### src/rtl/user_io_event_pkg.sv
// Shared definitions for the user I/O event queue: field widths, packed
// entry layout, FIFO pointer sizing and the default debounce interval.
package user_io_event_pkg;

    localparam int BUTTON_W    = 6;
    localparam int LINK_POW_W  = 4;

    // Default debounce interval: 10 ms at the 16 MHz system clock.
    localparam int CLK_RATE_HZ             = 16_000_000;
    localparam int DEBOUNCE_MS             = 10;
    localparam int DEFAULT_DEBOUNCE_CYCLES = CLK_RATE_HZ / 1000 * DEBOUNCE_MS;

    // Non-timestamp part of an entry. Full entry order, MSB to LSB:
    // {ts, button, link_pow, dropped}.
    typedef struct packed {
        logic [BUTTON_W-1:0]   button;
        logic [LINK_POW_W-1:0] link_pow;
        logic                  dropped;
    } event_fields_t;

    // Read/write pointer width for a power-of-2 FIFO depth.
    function automatic int fifo_ptr_width(input int depth);
        return (depth > 1) ? $clog2(depth) : 1;
    endfunction

endpackage

### src/rtl/user_io_event_if.sv
// Event stream from the user I/O event queue toward the host-facing logic.
// master = event producer, slave = consumer.
interface user_io_event_if
    import user_io_event_pkg::*;
#(
    parameter int TS_WIDTH = 32
) ();

    logic                  o_event_valid;
    logic                  i_event_ready;
    logic [TS_WIDTH-1:0]   o_event_ts;
    logic [BUTTON_W-1:0]   o_event_button;
    logic [LINK_POW_W-1:0] o_event_link_pow;
    logic                  o_event_dropped;

    modport master (
        output o_event_valid,
        input  i_event_ready,
        output o_event_ts,
        output o_event_button,
        output o_event_link_pow,
        output o_event_dropped
    );

    modport slave (
        input  o_event_valid,
        output i_event_ready,
        input  o_event_ts,
        input  o_event_button,
        input  o_event_link_pow,
        input  o_event_dropped
    );

endinterface

### src/rtl/user_io_event_button_debounce.sv
// Single-bit debouncer: the output follows the raw input only after the raw
// value has differed from it for DEBOUNCE_CYCLES consecutive cycles.
module button_debounce #(
    parameter int DEBOUNCE_CYCLES = 160_000
) (
    input  logic i_clk,
    input  logic i_reset,
    input  logic i_raw,
    output logic o_debounced
);

    localparam int CNT_W = (DEBOUNCE_CYCLES > 1) ? $clog2(DEBOUNCE_CYCLES) : 1;
    localparam logic [CNT_W-1:0] CNT_LAST = CNT_W'(DEBOUNCE_CYCLES - 1);

    logic [CNT_W-1:0] r_cnt;
    logic             r_state;

    // Count consecutive disagreeing cycles; flip the state on the last one.
    always_ff @(posedge i_clk) begin
        if (i_reset) begin
            r_cnt   <= '0;
            r_state <= 1'b0;
        end else if (i_raw == r_state) begin
            r_cnt   <= '0;
        end else if (r_cnt == CNT_LAST) begin
            r_cnt   <= '0;
            r_state <= i_raw;
        end else begin
            r_cnt   <= r_cnt + CNT_W'(1);
        end
    end

    assign o_debounced = r_state;

endmodule

### src/rtl/user_io_event.sv
// User I/O event queue: debounces buttons, detects any change of the
// {link_pow, button} state and queues timestamped entries in a show-ahead
// FIFO drained over a valid/ready stream.
// Optional feature macro: USER_IO_EVENT_TS_EN (timestamp counter/storage).
module user_io_event
    import user_io_event_pkg::*;
#(
    parameter int DEBOUNCE_CYCLES = DEFAULT_DEBOUNCE_CYCLES,
    parameter int FIFO_DEPTH      = 8,
    parameter int TS_WIDTH        = 32
) (
    input  logic                      i_clk,
    input  logic                      i_reset,
    input  logic [BUTTON_W-1:0]       i_button,
    input  logic [LINK_POW_W-1:0]     i_link_pow,
    user_io_event_if.master           ev,
    output logic [$clog2(FIFO_DEPTH):0] o_fifo_count
);

    localparam int PTR_W = fifo_ptr_width(FIFO_DEPTH);
    localparam int CNT_W = $clog2(FIFO_DEPTH) + 1;

    logic [BUTTON_W-1:0]            w_button_db;
    logic [LINK_POW_W-1:0]          r_link_pow;
    logic [LINK_POW_W+BUTTON_W-1:0] w_cur;
    logic [LINK_POW_W+BUTTON_W-1:0] r_last;
    logic                           w_push_req;
    logic                           w_push;
    logic                           w_pop;
    logic                           w_drop;
    logic                           w_full;
    logic                           w_valid;
    logic                           r_dropped_sticky;
    logic [PTR_W-1:0]               r_wr_ptr;
    logic [PTR_W-1:0]               r_rd_ptr;
    logic [CNT_W-1:0]               r_count;
    event_fields_t                  r_mem_fields [FIFO_DEPTH];
    event_fields_t                  w_wr_fields;
    event_fields_t                  w_head;

    for (genvar g = 0; g < BUTTON_W; g++) begin : g_db
        button_debounce #(
            .DEBOUNCE_CYCLES(DEBOUNCE_CYCLES)
        ) u_db (
            .i_clk      (i_clk),
            .i_reset    (i_reset),
            .i_raw      (i_button[g]),
            .o_debounced(w_button_db[g])
        );
    end

    // Register link power so it enters change detection one cycle after the
    // pin changes, like the debounced buttons which also come from a flop.
    always_ff @(posedge i_clk) begin
        if (i_reset) r_link_pow <= '0;
        else         r_link_pow <= i_link_pow;
    end

    assign w_cur      = {r_link_pow, w_button_db};
    assign w_push_req = (w_cur != r_last);
    assign w_valid    = (r_count != '0);
    assign w_full     = (r_count == CNT_W'(FIFO_DEPTH));
    assign w_pop      = w_valid && ev.i_event_ready;
    assign w_push     = w_push_req && (!w_full || w_pop);
    assign w_drop     = w_push_req && w_full && !w_pop;

    assign w_wr_fields = '{button: w_button_db, link_pow: r_link_pow,
                           dropped: r_dropped_sticky};

    // Track the last vector seen; it updates even when the push is dropped.
    always_ff @(posedge i_clk) begin
        if (i_reset) r_last <= '0;
        else         r_last <= w_cur;
    end

    // Entry storage; contents are only observed through the read pointer.
    always_ff @(posedge i_clk) begin
        if (w_push) r_mem_fields[r_wr_ptr] <= w_wr_fields;
    end

    // Pointers, occupancy and the sticky drop flag.
    always_ff @(posedge i_clk) begin
        if (i_reset) begin
            r_wr_ptr         <= '0;
            r_rd_ptr         <= '0;
            r_count          <= '0;
            r_dropped_sticky <= 1'b0;
        end else begin
            if (w_push) r_wr_ptr <= r_wr_ptr + PTR_W'(1);
            if (w_pop)  r_rd_ptr <= r_rd_ptr + PTR_W'(1);
            case ({w_push, w_pop})
                2'b10:   r_count <= r_count + CNT_W'(1);
                2'b01:   r_count <= r_count - CNT_W'(1);
                default: r_count <= r_count;
            endcase
            if (w_drop)      r_dropped_sticky <= 1'b1;
            else if (w_push) r_dropped_sticky <= 1'b0;
        end
    end

    // Data is forced to 0 while empty so the idle/reset outputs read 0.
    assign w_head              = r_mem_fields[r_rd_ptr];
    assign ev.o_event_valid    = w_valid;
    assign ev.o_event_button   = w_valid ? w_head.button   : '0;
    assign ev.o_event_link_pow = w_valid ? w_head.link_pow : '0;
    assign ev.o_event_dropped  = w_valid ? w_head.dropped  : 1'b0;
    assign o_fifo_count        = r_count;

`ifdef USER_IO_EVENT_TS_EN
    logic [TS_WIDTH-1:0] r_ts;
    logic [TS_WIDTH-1:0] r_mem_ts [FIFO_DEPTH];

    // Free-running timestamp, wraps silently.
    always_ff @(posedge i_clk) begin
        if (i_reset) r_ts <= '0;
        else         r_ts <= r_ts + TS_WIDTH'(1);
    end

    // Timestamp storage alongside the entry fields.
    always_ff @(posedge i_clk) begin
        if (w_push) r_mem_ts[r_wr_ptr] <= r_ts;
    end

    assign ev.o_event_ts = w_valid ? r_mem_ts[r_rd_ptr] : '0;
`else
    assign ev.o_event_ts = '0;
`endif

endmodule
### src/flat_wrapper.sv
// flat-port wrapper written by rule: the top's interface ports become plain ports
module user_io_event_flat import user_io_event_pkg::*;
#(
    parameter int DEBOUNCE_CYCLES = DEFAULT_DEBOUNCE_CYCLES,
    parameter int FIFO_DEPTH      = 8,
    parameter int TS_WIDTH        = 32
)
  (i_clk, i_reset, i_button, i_link_pow, o_fifo_count, ev_o_event_valid, ev_i_event_ready, ev_o_event_ts, ev_o_event_button, ev_o_event_link_pow, ev_o_event_dropped);
  user_io_event_if #(.TS_WIDTH(TS_WIDTH)) ev_i ();
  input  logic i_clk;
  input  logic i_reset;
  input  logic [BUTTON_W-1:0] i_button;
  input  logic [LINK_POW_W-1:0] i_link_pow;
  output logic [$clog2(FIFO_DEPTH):0] o_fifo_count;
  output wire logic [$bits(ev_i.o_event_valid)-1:0] ev_o_event_valid;
  input wire logic [$bits(ev_i.i_event_ready)-1:0] ev_i_event_ready;
  output wire logic [$bits(ev_i.o_event_ts)-1:0] ev_o_event_ts;
  output wire logic [$bits(ev_i.o_event_button)-1:0] ev_o_event_button;
  output wire logic [$bits(ev_i.o_event_link_pow)-1:0] ev_o_event_link_pow;
  output wire logic [$bits(ev_i.o_event_dropped)-1:0] ev_o_event_dropped;
  assign ev_o_event_valid = ev_i.o_event_valid;
  assign ev_i.i_event_ready = ev_i_event_ready;
  assign ev_o_event_ts = ev_i.o_event_ts;
  assign ev_o_event_button = ev_i.o_event_button;
  assign ev_o_event_link_pow = ev_i.o_event_link_pow;
  assign ev_o_event_dropped = ev_i.o_event_dropped;
  user_io_event #(.DEBOUNCE_CYCLES(DEBOUNCE_CYCLES), .FIFO_DEPTH(FIFO_DEPTH), .TS_WIDTH(TS_WIDTH)) u_core (.i_clk(i_clk), .i_reset(i_reset), .i_button(i_button), .i_link_pow(i_link_pow), .ev(ev_i), .o_fifo_count(o_fifo_count));
endmodule
### config.mk
export PLATFORM = sky130hd
export DESIGN_NAME = user_io_event_flat
export DESIGN_NICKNAME = d
export VERILOG_FILES = /design/src/rtl/user_io_event_pkg.sv /design/src/rtl/user_io_event_if.sv /design/src/rtl/user_io_event_button_debounce.sv /design/src/rtl/user_io_event.sv /design/src/flat_wrapper.sv
export SDC_FILE = /design/constraint.sdc
export NUM_CORES = 1
export LEC_CHECK = 0
export CAP_MARGIN = 25
export CORE_MARGIN = 2
export CORE_UTILIZATION = 45
export DETAILED_ROUTE_END_ITERATION = 10
export PLACE_DENSITY = 0.75
export RECOVER_POWER = 100
export SYNTH_ARGS = -nofsm -noshare
export SYNTH_HDL_FRONTEND = slang
export SYNTH_HIERARCHICAL = 1
export SYNTH_SLANG_ARGS = --single-unit
### constraint.sdc
create_clock -name i_clk -period 7.9 [get_ports i_clk]
set_input_delay 2.37 -clock i_clk [delete_from_list [all_inputs] [get_ports i_clk]]
set_output_delay 2.37 -clock i_clk [all_outputs]
set_load 0.02 [all_outputs]
==> results of run 1 <==
## flip-flops by register name (all words and copies together), names as in the netlist, named ones only
| name | count |
|---|---|
| u_core/g_db.u_db/r_cnt | 108 |
| u_core/r_mem_fields | 88 |
| u_core/r_last | 10 |
| u_core/g_db.u_db/o_debounced | 6 |
| u_core/o_fifo_count | 4 |
| u_core/r_link_pow | 4 |
| u_core/r_rd_ptr | 3 |
| u_core/r_wr_ptr | 3 |
| u_core/r_dropped_sticky | 1 |
## power groups by stage
stage	combinational [mW]	clock, mW	sequential, mW
finish	0.487	1.08	1.35
global route	0.530	1.15	1.36
CTS	0.533	1.10	1.35
detailed placement	0.529	0	1.38
global placement	0.519	0	1.37
floorplan	0.371	0	1.36
## metrics by stage
stage	worst slack, ns	utilization [%]	instances	power [mW]
floorplan	3.51	-	921	1.73
global placement	3.31	48.0	1185	1.89
detailed placement	3.17	48.0	1185	1.91
CTS	2.60	51.5	1229	2.99
global route	1.32	50.9	1232	3.04
finish	1.76	50.9	1232	2.92
## cell usage after synthesis (all sizes together) (6+ instances only)
cell	number
inv	30
mux2	6
nand2	43
xor2	21
o41ai	6
or4b	6
edfxtp	88
and4	6
buf	42
ha	10
xnor2	83
or4	18
nor4	32
o31ai	7
dfxtp	142
a21oi	15
o21ai	19
nor3	21
or3	14
nor2	139
clkbuf	6
mux4	22
nand3	43
mux2i	12
nor2b	22
nand4	26
## worst paths after layout
check / depth (start not counted) / end / slack (ns)
max reg2reg: 10 / u_core/o_fifo_count[3] / 3.93
max: 3 / ev_o_event_button[3] / 1.76
min: 2 / u_core/g_db[2].u_db/r_cnt[17] / 0.48
min reg2reg: 2 / u_core/g_db[2].u_db/r_cnt[17] / 0.48
## worst register-to-register path: cells and delay by family (launching register included)
family	cells	cell delay, ns
simple gates	4	2.32
compound gates	3	0.50
flops	1	0.35
mux	1	0.32
fa+ha+maj	1	0.27
buf+inv	1	0.10
## layout make-up
type / count / share of cell area (%)
clock buffers: 31 / 5.82
well taps: 280 / 3.15
repair buffers: 35 / 2.74
flip-flops and latches: 230 / 49.3
inverters: 30 / 1.01
multi-input cells: 613 / 37.0
clock inverters: 13 / 1.01
## routing by layer
layer / vias to the layer above / global-route usage (%) / share of wire, %
li1: 3215 / - / -
met1: 3130 / 20.7 / 47
met2: 108 / 25.9 / 49
met3: 13 / 2.21 / 3.4
met4: 0 / 3.45 / 0.90
met5: - / 0 / 0
## cell families (layout without fill, tap and decap cells)
group / after synthesis / count (layout) / share of synthesized area [%]
AO/OA/AOI/OAI: 49 / 49 / 3.71
XOR/XNOR: 104 / 104 / 9.06
adder cells (fa/ha/maj): 11 / 11 / 1.44
buffers and inverters: 78 / 109 / 4.58
flip-flops: 230 / 230 / 54.6
multiplexers: 40 / 40 / 6.95
other: 1 / 32 / 0.0373
AND/OR/NAND/NOR: 377 / 377 / 19.6
==> results.md, run 1 <==
- Htree depth: 1
- Mapped Avg Cell Area: 11.3 sq um
- CP Launch Type: register
- Nets: 958
- Vias in the first global route: 6133
- Final antenna-violating net count: 0
- Post-Route Skew: 0.00569 ns
- Antenna cell count: 0
- Max Cap Viol: 11
- CTS root buf: clkbuf_16
- Fin. max-slew vios: 212
- Multi-input gate area: 4120 sq um
- # IOs: 61
- Port-buffer cells: 28
- CTS tree: yes
- Violated checks: capacitance limit, slew limit
- Reg power frac: a little under half
- Final period util: about 78%
- IR drop worst, VDD: 0.000129 V
- Path type of the worst setup path: reg -> out
- DRT iter0 DRCs: 458
- FF-to-FF Start: u_core/o_fifo_count[0]
- Drt drc: 0
- Hold Fails Final Rpt: 0
- DR WL/cell: ~15 um
- Vias/cell: 5.25
- Largest area contributor in the netlist: dfxtp_1
- CP startpoint: u_core/o_fifo_count[0]
- Worst-margin pin slew: 2.47 ns
- FF+latch count, synth: 230
- GPL Wtd Cong: just over 0.8
- Setup bufs post-CTS: 0
- Yosys top cell area share: 28.3%
- Overall routing resource usage: about 15%
- Setup TNS: 0 ns
- Crit path max-delay family: simple AND/OR/NAND/NOR gates
- Status: complete, but fails checks
- Most common cell after layout, fill and taps aside: dfxtp_1
- Clk sinks: 230
- Net Sw Frac: 25.8%
- Sequential element share of the synthesized area: 54.6%
- Area Growth Syn to Fin: 10.8%
- Post-cts sizing count: 0
- Nature of the critical path endpoint: primary output
- Die Span X: about 150 um
- Slowest CP cell: nor4_1
- Vias: 6466
- Fmax: 0.163 GHz
- Filler cell count: between 1500 and 2000
- Synth unique cells: 48
- Syn. warnings: 6
- Power per cell area: 262 nW/um^2
- Die Y: between 150 and 200 um
- Placed cell area: 10500 sq um
- CP Data Arrival Time: 3.77 ns
- DR pass1 iterations: 5
- Routed WL: around 18000 um
- Synthesized instance count: ~900
- Grt total ovfl: 0
- CP Buf/Inv Count: 1
- Leak: 3.58 nW
- Worst hold path type: reg -> reg
- Most frequent cells in the layout: 142 x dfxtp_1, 139 x nor2_1, 88 x edfxtp_1
- Setup-failing EPs final: 0
- Combinational power share: 16.7%
- CTS buffer count: 24
- Die area: roughly 24000 sq um
- Psw: 0.752 mW
- Minimum clock period: 6.14 ns
- Final instance area: between 10000 and 15000 sq um
- Synth top area cells: dfxtp_1 28%, edfxtp_1 26%, xnor2_1 7.2%
- Largest net degree at the start of global routing: 55
- Slew HR: -65.0%
- Crit Path Max Fanout: 12
- Clock power share: 37.0%
- Ys async rst share: 0%
- Antenna violations before repair: 0
- Int Power: between 2 and 2.5 mW
- Std-Cell Rows: 54
- Worst-skew pair later-pin latency: 0.50 ns
- Share of cells above drive strength 1: under 10%
- Final Hold Slack: 0.483 ns
- Initial Utilization: 45.9%
- Post-synth EDFFs: between 80 and 90
- First-pass GRT wire length: 30100 um
- FF/Latch Area: roughly 5500 sq um
- Crit-path max cell delay: 1.86 ns
- Critical Path RT: 5.53 ns
- Hold_buf cts: 0
- HP Start: u_core/g_db[2].u_db/r_cnt[17]
- Post-synthesis cell area: 10100 sq um
- Detail Placement HPWL: 12000 um
- Reg clk slew, reported paths: 0.06 ns
- Top FF cell, synth: dfxtp_1
- Core ar.: roughly 22000 sq um
- Crit-path cells: nor4_1 -> nor2_1 -> dlygate4sd3_1
- RSZ-0062 raised after global routing: no
- Longest Clk Path Bufs: 3
Note: power is estimated with default switching activity, not from simulation.
==> run 2, diff against run 1 <==
PLACE_DENSITY = 0.78   (was 0.75)
clock period = 5.39 ns   (was 7.9 ns; I/O delays follow)
==> run 2 against run 1 <==
- flip-flop and latch count unchanged
- critical path depth unchanged
- largest power group unchanged
- via count down 0.17%
- die area unchanged
- critical endpoint unchanged
- non-clock buffer count up 1
- combinational power up 47%
- final cell count down 0.16%
- the flow still finishes with violations (capacitance limit, slew limit)
- sequential power up 46%
- first-iteration DRC count down 17%
- utilization about the same
- clock power up 47%
==> results.md, run 2 (synthesized netlist as in run 1, its figures left out) <==
- Fin. max-slew vios: 193 (was 212)
- R2R Setup Slk: 2.19 ns (was 3.93 ns)
- CTS root buf: clkbuf_16 (unchanged)
- Filler cell count: 1887 (was 1894)
- Htree depth: 1 (unchanged)
- First-pass GRT wire length: 29700 um (was 30100 um)
- Reg-to-reg endpoint: u_core/o_fifo_count[3] (unchanged)
- Setup bufs post-CTS: 0 (unchanged)
- Final instance area: 11100 sq um (about the same)
- Max Cap Viol: 10 (was 11)
- Port-buffer cells: 28 (unchanged)
- Setup TNS: 0 ns (unchanged)
- Most common cell after layout, fill and taps aside: dfxtp_1 (unchanged)
- Cells on worst reg2reg path: 10 (unchanged)
- Final antenna-violating net count: 0 (unchanged)
- HP Start: u_core/g_db[0].u_db/r_cnt[17] (was u_core/g_db[2].u_db/r_cnt[17])
- Die Y: 153 um (unchanged)
- Die area: 23500 sq um (unchanged)
- FF-to-FF Start: u_core/o_fifo_count[0] (unchanged)
- Final Hold Slack: 0.483 ns (about the same)
- Crit Path Max Fanout: 12 (unchanged)
- Final Total Pwr: 4.28 mW (was 2.92 mW)
- DR WL/cell: 14.6 um (was 14.9 um)
- Multi-input gate area: 4130 sq um (was 4120 sq um)
- Clk sinks: 230 (unchanged)
- Nature of the critical path endpoint: primary output (unchanged)
- Die Span X: 153 um (unchanged)
- Final core occ: 50.9% (about the same)
- Post-Route Skew: 0.0218 ns (was 0.00569 ns)
- CP Data Arrival Time: 3.00 ns (was 3.77 ns)
- Share of cells above drive strength 1: 9.05% (was 8.61%)
- Vias/cell: 5.25 (about the same)
- Reg clk slew, reported paths: 0.06 ns (about the same)
- Leak: 3.58 nW (about the same)
- Placed cell area: 10500 sq um (about the same)
- Power per cell area: 384 nW/um^2 (was 262 nW/um^2)
- Overall routing resource usage: 15.1% (was 15.2%)
- Worst hold path type: reg -> reg (unchanged)
- # IOs: 61 (unchanged)
- Slew HR: -45.0% (was -65.0%)
- Path type of the worst setup path: reg -> out (unchanged)
- Fmax: 0.216 GHz
- Longest Clk Path Bufs: 3 (unchanged)
- Antenna cell count: 0 (unchanged)
- Minimum clock period: ~4.6 ns
- Fin worst setup slack: 0.770 ns (was 1.76 ns)
- Routed WL: 17900 um (was 18300 um)
- Largest registers: u_core/g_db.u_db/r_cnt: 108 flops, u_core/r_mem_fields: 88 flops, u_core/r_last: 10 flops (unchanged)
- Status: complete, but fails checks (unchanged)
- Worst-margin pin slew: 2.18 ns (was 2.47 ns)
- Drt drc: 0 (unchanged)
- CP Launch Type: register (unchanged)
- DP Cell Count: 1188 (was 1185)
- Std-Cell Rows: 54 (unchanged)
- FF/Latch Area: 5490 sq um (unchanged)
- Core ar.: 21900 sq um (unchanged)
- IR drop worst, VDD: 0.000202 V (was 0.000129 V)
- Vias: 6455 (was 6466)
- Detail Placement HPWL: 11600 um (was 12000 um)
- CTS tree: yes (unchanged)
- DR pass1 iterations: 5 (unchanged)
- Min-Delay Path Depth: 2 (unchanged)
- Fin cells: 1230 (was 1232)
- Violated checks: capacitance limit, slew limit (unchanged)
- Critical Path RT: 3.77 ns (was 5.53 ns)
- Place WS: 1.48 ns (was 3.17 ns)
- Worst-skew pair later-pin latency: 0.50 ns (about the same)
- Nets: 958 (unchanged)
- Reg with most FFs: u_core/g_db.u_db/r_cnt (unchanged)
- Most frequent cells in the layout: 142 x dfxtp_1, 139 x nor2_1, 88 x edfxtp_1 (unchanged)
- Vias in the first global route: 6023 (was 6133)
- DRT iter0 DRCs: 380 (was 458)
- Antenna violations before repair: 0 (unchanged)
- Grt total ovfl: 0 (unchanged)
- Setup-failing EPs final: 0 (unchanged)
- Area Growth Syn to Fin: 10.9% (was 10.8%)
- Largest net degree at the start of global routing: 49 (was 55)
- Post-cts sizing count: 0 (unchanged)
- Hold Fails Final Rpt: 0 (unchanged)
- RSZ-0062 raised after global routing: no (unchanged)
- Initial Utilization: 45.9% (unchanged)
- GPL Wtd Cong: 0.779 (was 0.810)
- Final period util: 85.7%
- Worst hold endpoint: u_core/g_db[0].u_db/r_cnt[17] (was u_core/g_db[2].u_db/r_cnt[17])
- Hold_buf cts: 0 (unchanged)
- Max FFs per register: 108 (unchanged)
- CTS buffer count: 23 (was 24)
[run 2: layout make-up]
| type | instances | area share, % |
|---|---|---|
| Multi-Input combinational cell | 613 | 37.0 |
| Inverter | 30 | 1.01 |
| Clock buffer | 29 | 5.56 |
| Timing Repair Buffer | 36 | 2.79 |
| Tap cell | 280 | 3.14 |
| Sequential cell | 230 | 49.2 |
| Clock inverter | 12 | 1.25 |
[run 2: how the worst max path moves through the flow]
stage,start,endpoint,slack (ns),cells after the start
2_1_floorplan,ev_i_event_ready,u_core/r_mem_fields[2][0],1.76,3
3_3_place_gp,register,ev_o_event_button[3],1.52,4
3_5_place_dp,register,ev_o_event_button[3],1.48,4
4_1_cts,register,ev_o_event_button[3],0.92,4
5_1_grt,u_core/o_fifo_count[0],ev_o_event_button[3],0.48,3
6_report,u_core/o_fifo_count[0],ev_o_event_button[3],0.77,3
[run 2: routing by layer]
layer  up-vias  global-route usage [%]  share of wire (%)
li1       3217                       -                  -
met1      3079                    21.0                 46
met2       136                    25.1                 48
met3        23                    2.13                4.1
met4         0                    3.76                1.8
met5         -                       0                  0
[run 2: critical path: stages, from the launching register on]
cell           delay (ns)
dfxtp_1              0.36
nor4_2               1.16
nor2_1               0.24
dlygate4sd3_1        0.74
[run 2: where the power goes]
| group | switching, mW | internal [mW] | leakage (nW) |
|---|---|---|---|
| clock | 0.636 | 0.957 | 0.373 |
| combinational | 0.390 | 0.327 | 1.22 |
| sequential | 0.0679 | 1.90 | 1.99 |
| total | 1.09 | 3.19 | 3.58 |
